--- config.mk ---
export PLATFORM = sky130hd
export DESIGN_NAME = clock_set_ctrl
export DESIGN_NICKNAME = d
export VERILOG_FILES = /design/src/rtl/clock_set_ctrl.sv
export SDC_FILE = /design/constraint.sdc
export NUM_CORES = 1
export LEC_CHECK = 0
export CORE_MARGIN = 5
export CORE_UTILIZATION = 56
export CTS_CLUSTER_DIAMETER = 200
export DETAILED_ROUTE_END_ITERATION = 8
export PLACE_DENSITY = 0.84
export SKIP_LAST_GASP = 1
export SYNTH_ARGS = -nofsm -noshare
export SYNTH_HDL_FRONTEND = slang
export SYNTH_SLANG_ARGS = --single-unit
export TNS_END_PERCENT = 5
--- constraint.sdc ---
create_clock -name clk -period 5.5 [get_ports clk]
set_input_delay 0.55 -clock clk [delete_from_list [all_inputs] [get_ports clk]]
set_output_delay 0.55 -clock clk [all_outputs]
set_load 0.01 [all_outputs]
--- src/rtl/clock_set_ctrl.sv ---
// Time-setting controller: walks hour/minute/second edit states from debounced
// buttons, with auto-repeat stepping, idle timeout and a one-cycle PE commit.
module clock_set_ctrl #(
  parameter int unsigned HOLD_CYCLES    = 8,
  parameter int unsigned REPEAT_CYCLES  = 4,
  parameter int unsigned TIMEOUT_CYCLES = 64
) (
  input  logic       clk,
  input  logic       _CR,
  input  logic       mode_btn,
  input  logic       inc_btn,
  input  logic       dec_btn,
  input  logic [7:0] show_hour,
  input  logic [7:0] show_min,
  input  logic [7:0] show_sec,
  output logic [7:0] pre_hour,
  output logic [7:0] pre_min,
  output logic [7:0] pre_sec,
  output logic       PE,
  output logic       run_en,
  output logic [1:0] edit_field
);

  localparam int unsigned REP_MAX = (HOLD_CYCLES > REPEAT_CYCLES) ? HOLD_CYCLES : REPEAT_CYCLES;
  localparam int unsigned REP_W   = $clog2(REP_MAX + 1);
  localparam int unsigned IDLE_W  = $clog2(TIMEOUT_CYCLES + 1);

  localparam logic [REP_W-1:0]  HOLD_L    = REP_W'(HOLD_CYCLES);
  localparam logic [REP_W-1:0]  REPEAT_L  = REP_W'(REPEAT_CYCLES);
  localparam logic [REP_W-1:0]  REP_ONE   = REP_W'(1);
  localparam logic [IDLE_W-1:0] IDLE_LAST = IDLE_W'(TIMEOUT_CYCLES - 1);
  localparam logic [IDLE_W-1:0] IDLE_ONE  = IDLE_W'(1);

  typedef enum logic [2:0] {
    S_RUN,
    S_SET_HOUR,
    S_SET_MIN,
    S_SET_SEC,
    S_COMMIT
  } state_t;

  state_t r_state, w_state_nxt;

  logic r_mode_q, r_mode_d, r_inc_q, r_inc_d, r_dec_q, r_dec_d;
  logic [REP_W-1:0]  r_rep_cnt, w_rep_nxt;
  logic [IDLE_W-1:0] r_idle, w_idle_nxt;
  logic [7:0] r_pre_hour, r_pre_min, r_pre_sec;
  logic [7:0] w_hour_nxt, w_min_nxt, w_sec_nxt;
  logic       r_pe, r_run_en, w_pe_nxt, w_run_en_nxt;
  logic [1:0] r_edit, w_edit_nxt;

  logic w_mode_edge, w_inc_edge, w_dec_edge;
  logic w_step, w_up, w_active, w_timeout, w_editing;

  assign w_mode_edge = r_mode_q & ~r_mode_d;
  assign w_inc_edge  = r_inc_q & ~r_inc_d;
  assign w_dec_edge  = r_dec_q & ~r_dec_d;

  // Out-of-range values behave as the maximum: up goes to 0, down to max-1.
  function automatic logic [7:0] f_step(input logic [7:0] v, input logic [7:0] maxv,
                                        input logic up);
    if (up)             return (v >= maxv) ? 8'd0 : v + 8'd1;
    else if (v == 8'd0) return maxv;
    else if (v > maxv)  return maxv - 8'd1;
    else                return v - 8'd1;
  endfunction

  // Repeat counter: loaded with HOLD on the edge step, reloaded with REPEAT
  // on each repeat step; a step fires whenever it would expire.
  always_comb begin
    w_step    = 1'b0;
    w_rep_nxt = r_rep_cnt;
    if (r_inc_q == r_dec_q) begin
      w_rep_nxt = '0;
    end else if (w_inc_edge || w_dec_edge) begin
      w_step    = 1'b1;
      w_rep_nxt = HOLD_L;
    end else if (r_rep_cnt == REP_ONE) begin
      w_step    = 1'b1;
      w_rep_nxt = REPEAT_L;
    end else if (r_rep_cnt != '0) begin
      w_rep_nxt = r_rep_cnt - REP_ONE;
    end
  end

  assign w_up      = r_inc_q;
  assign w_editing = (r_state == S_SET_HOUR) || (r_state == S_SET_MIN) || (r_state == S_SET_SEC);
  assign w_active  = w_mode_edge | w_step | r_mode_q | r_inc_q | r_dec_q;
  assign w_timeout = w_editing && !w_active && (r_idle == IDLE_LAST);

  always_comb begin
    w_idle_nxt = '0;
    if (w_editing && !w_active && !w_timeout) w_idle_nxt = r_idle + IDLE_ONE;
  end

  always_comb begin
    w_state_nxt = r_state;
    w_hour_nxt  = r_pre_hour;
    w_min_nxt   = r_pre_min;
    w_sec_nxt   = r_pre_sec;
    case (r_state)
      S_RUN: begin
        if (w_mode_edge) begin
          w_state_nxt = S_SET_HOUR;
          w_hour_nxt  = show_hour;
          w_min_nxt   = show_min;
          w_sec_nxt   = show_sec;
        end
      end
      S_SET_HOUR: begin
        if (w_mode_edge)    w_state_nxt = S_SET_MIN;
        else if (w_timeout) w_state_nxt = S_RUN;
        else if (w_step)    w_hour_nxt  = f_step(r_pre_hour, 8'd23, w_up);
      end
      S_SET_MIN: begin
        if (w_mode_edge)    w_state_nxt = S_SET_SEC;
        else if (w_timeout) w_state_nxt = S_RUN;
        else if (w_step)    w_min_nxt   = f_step(r_pre_min, 8'd59, w_up);
      end
      S_SET_SEC: begin
        if (w_mode_edge)    w_state_nxt = S_COMMIT;
        else if (w_timeout) w_state_nxt = S_RUN;
        else if (w_step)    w_sec_nxt   = f_step(r_pre_sec, 8'd59, w_up);
      end
      S_COMMIT: w_state_nxt = S_RUN;
      default:  w_state_nxt = S_RUN;
    endcase
  end

  // Outputs are decoded from the next state so they update with it.
  always_comb begin
    w_pe_nxt     = 1'b0;
    w_run_en_nxt = 1'b0;
    w_edit_nxt   = 2'd0;
    case (w_state_nxt)
      S_RUN:      w_run_en_nxt = 1'b1;
      S_SET_HOUR: w_edit_nxt   = 2'd1;
      S_SET_MIN:  w_edit_nxt   = 2'd2;
      S_SET_SEC:  w_edit_nxt   = 2'd3;
      S_COMMIT:   w_pe_nxt     = 1'b1;
      default:    w_run_en_nxt = 1'b1;
    endcase
  end

  always_ff @(posedge clk or negedge _CR) begin
    if (!_CR) begin
      r_state    <= S_RUN;
      r_mode_q   <= 1'b0;
      r_mode_d   <= 1'b0;
      r_inc_q    <= 1'b0;
      r_inc_d    <= 1'b0;
      r_dec_q    <= 1'b0;
      r_dec_d    <= 1'b0;
      r_rep_cnt  <= '0;
      r_idle     <= '0;
      r_pre_hour <= '0;
      r_pre_min  <= '0;
      r_pre_sec  <= '0;
      r_pe       <= 1'b0;
      r_run_en   <= 1'b1;
      r_edit     <= 2'd0;
    end else begin
      r_state    <= w_state_nxt;
      r_mode_q   <= mode_btn;
      r_mode_d   <= r_mode_q;
      r_inc_q    <= inc_btn;
      r_inc_d    <= r_inc_q;
      r_dec_q    <= dec_btn;
      r_dec_d    <= r_dec_q;
      r_rep_cnt  <= w_rep_nxt;
      r_idle     <= w_idle_nxt;
      r_pre_hour <= w_hour_nxt;
      r_pre_min  <= w_min_nxt;
      r_pre_sec  <= w_sec_nxt;
      r_pe       <= w_pe_nxt;
      r_run_en   <= w_run_en_nxt;
      r_edit     <= w_edit_nxt;
    end
  end

  assign pre_hour   = r_pre_hour;
  assign pre_min    = r_pre_min;
  assign pre_sec    = r_pre_sec;
  assign PE         = r_pe;
  assign run_en     = r_run_en;
  assign edit_field = r_edit;

endmodule
==> run metrics <==
outcome completed; Bufs and invs on worst path 0; total number of vias 3204; CP Data Required Time 5700 ps; CP max FO 33; Inserted Diodes 0; Worst-path clk slew 90 ps; maximum VDD drop 0.3351 mV; top cells by area, synth dfrtp_1 (35%), a21oi_1 (5.5%), ha_1 (4.9%); sequential cell area 1202 um2; root buf cell clkbuf_8; CP Capture Type flip-flop; Fillers 494; Worst Path Arrival 2550 ps; Fmax 425.2 MHz; post-synthesis sequential area ratio a little over a third; Slew headroom 28.10%; drt wl/cell 16.51 um; Yosys top cell by area dfrtp_1; Post-synth ARST share 100.0%; htree depth 2; largest net degree at the start of global routing 49; Min-Delay Path Class input port to asynchronous set/reset pin; final RePlAce weighted congestion 0.9089; Via density 6.307; clk_lat worst skew approximately 300 ps; pre-CTS setup slack roughly 3200 ps; synth warn 0; Die Y about 87 um; first-pass GRT wire length 13920 um; cell area after synthesis ~3300 um2; Seq cells post-synth 48; min cycle time layout 2352 ps; GRT overflow 0; fin nets around 470; Post-Layout Inst Area 3979 um2; Tot Pwr around 2.0 mW; slowest CP cell dfrtp_1; Fin. Hold Viols 0; antenna-violating nets left 0; area of the multi-input gates 1939 um2; final worst-path cycle share a little over two fifths; initial core utilization roughly 57%; Hold Buf Count CTS 0; Worst Slack Setup Final 3148 ps; Post-CTS Resized 0; Slew Viols, Final 0; Layout Utilization 68.01%; synthesis-to-finish area growth 19.24%; placed inst area ~3900 um2; Avg Cell Area, Syn roughly 8.5 um2; Routed WL 8388 um; Least-Margin Pin Slew 1078 ps; cts bufs inserted 5; Cells after Synth roughly 390; Initial DRC Count 189; most common cell in the netlist dfrtp_1; layout cells sized above 1 5.543%; fin cells ~510; chip width 87.20 um; Num Clock Sinks 48; Core Area around 5900 um2; WS Path Type flip-flop to flip-flop; # rows 28; RSZ-0062 raised after global routing false; Main synth FF type dfrtp_1; setup TNS 0 ps; DP Wirelength 5859 um; worst hold slack 441.4 ps; worst setup path startpoint r_inc_q; DRC 0; P per Cell Area 490.2 nW/um2; Fin Clk Skew 6.200 ps; number of global-route vias before repair between 3000 and 4000; CP startpoint kind flip-flop; Unique masters post-synth 68; max cap viols 0; leakage 1.582 nW; area share of the largest cell type after synthesis 35.25%; CTS tree built; Die ar. 7603 um2; gr usage total ~23%; CTS Buffer Depth 2; Ports between 50 and 60; Post-CTS Setup Repair Bufs 0; Synth top cells by count dfrtp_1 (47), nor2_1 (39), a21oi_1 (37), nand2_1 (34), o21ai_0 (27); cell family with most CP delay compound AO/OA/AOI/OAI gates; Synth Net Count between 400 and 500; EDFF count, synth 0; setup violators final 0; DR pass1 iterations 6; RR Startpoint r_inc_q; Buffers on Ports 56; dpl cells 500; worst-path cell chain nor2b_1 > o21ai_1 > o211ai_2 > o31ai_1 > a22o_1; Worst path max stage delay 770 ps; antenna violations before repair 0
## layout by cell type (no fill, tap or decap), types with 4 or more instances in the layout
master,Yosys,routed
dfrtp_1,47,47
o2111ai_1,5,5
inv_1,19,19
and3_1,4,4
nor4_1,6,6
clkbuf_8,0,5
ha_1,13,13
nand3_1,15,15
xor2_1,5,5
a31oi_1,9,9
o21ai_0,27,27
a21oi_1,37,37
o311ai_0,4,4
nor2_1,39,39
nor3_1,9,9
nand2_1,34,34
xnor2_1,7,7
clkdlybuf4s50_1,0,55
nand2b_1,5,5
a22oi_1,4,4
## kinds of logic after synthesis
logic type	synth area share, %
AOI/OAI and AO/OA	25.16
xor gates and xnor gates	3.150
adders and majority gates	4.875
buffers and inverters	5.849
DFF	36.03
muxes	0.3000
and+or+nand+nor	24.64
## cell type report
type / count / share of cell area [%]
Multi-Input combinational cell: 302 / 48.74
Sequential cell: 48 / 30.22
Timing Repair Buffer: 56 / 13.96
Tap cell: 75 / 2.358
Inverter: 19 / 1.792
Clock buffer: 5 / 1.730
Clock inverter: 3 / 1.195
## report_power, final
part	switching [mW]	internal (mW)	total, mW	leakage (nW)
Clock	0.126	0.137	0.263	0.0583
Sequential	0.271	0.462	0.733	0.588
Combinational	0.489	0.465	0.954	0.935
Total	0.886	1.06	1.95	1.58
## worst paths after layout
kind | endpoint | slack (ps) | cells after the start
max | pre_hour[3] | 3150 | 5
min | pre_min[7] | 440 | 1
max reg2reg | pre_hour[3] | 3150 | 5
min reg2reg | r_mode_d | 450 | 0
max in group asynchronous | r_inc_q | 4400 | 1
min in group clk | r_mode_d | 450 | 0
## metal layers
layer	wire, um	global-route usage [%]	share of wire [%]	vias up
li1	-	-	-	1525
met5	0	0	0	-
met2	4077	38.10	49	124
met4	180	7.950	2.1	0
met3	517	3.879	6.2	21
met1	3613	29.12	43	1534
## sequential cells by signal, summed over array words and instances (netlist names)
name / flops
PE: 1
edit_field: 2
pre_hour: 8
pre_min: 8
pre_sec: 8
r_dec_d: 1
r_dec_q: 1
r_idle: 7
r_inc_d: 1
r_inc_q: 1
r_mode_d: 1
r_mode_q: 1
r_rep_cnt: 4
r_state: 3
run_en: 1
Power figures use the tool's default switching activity.
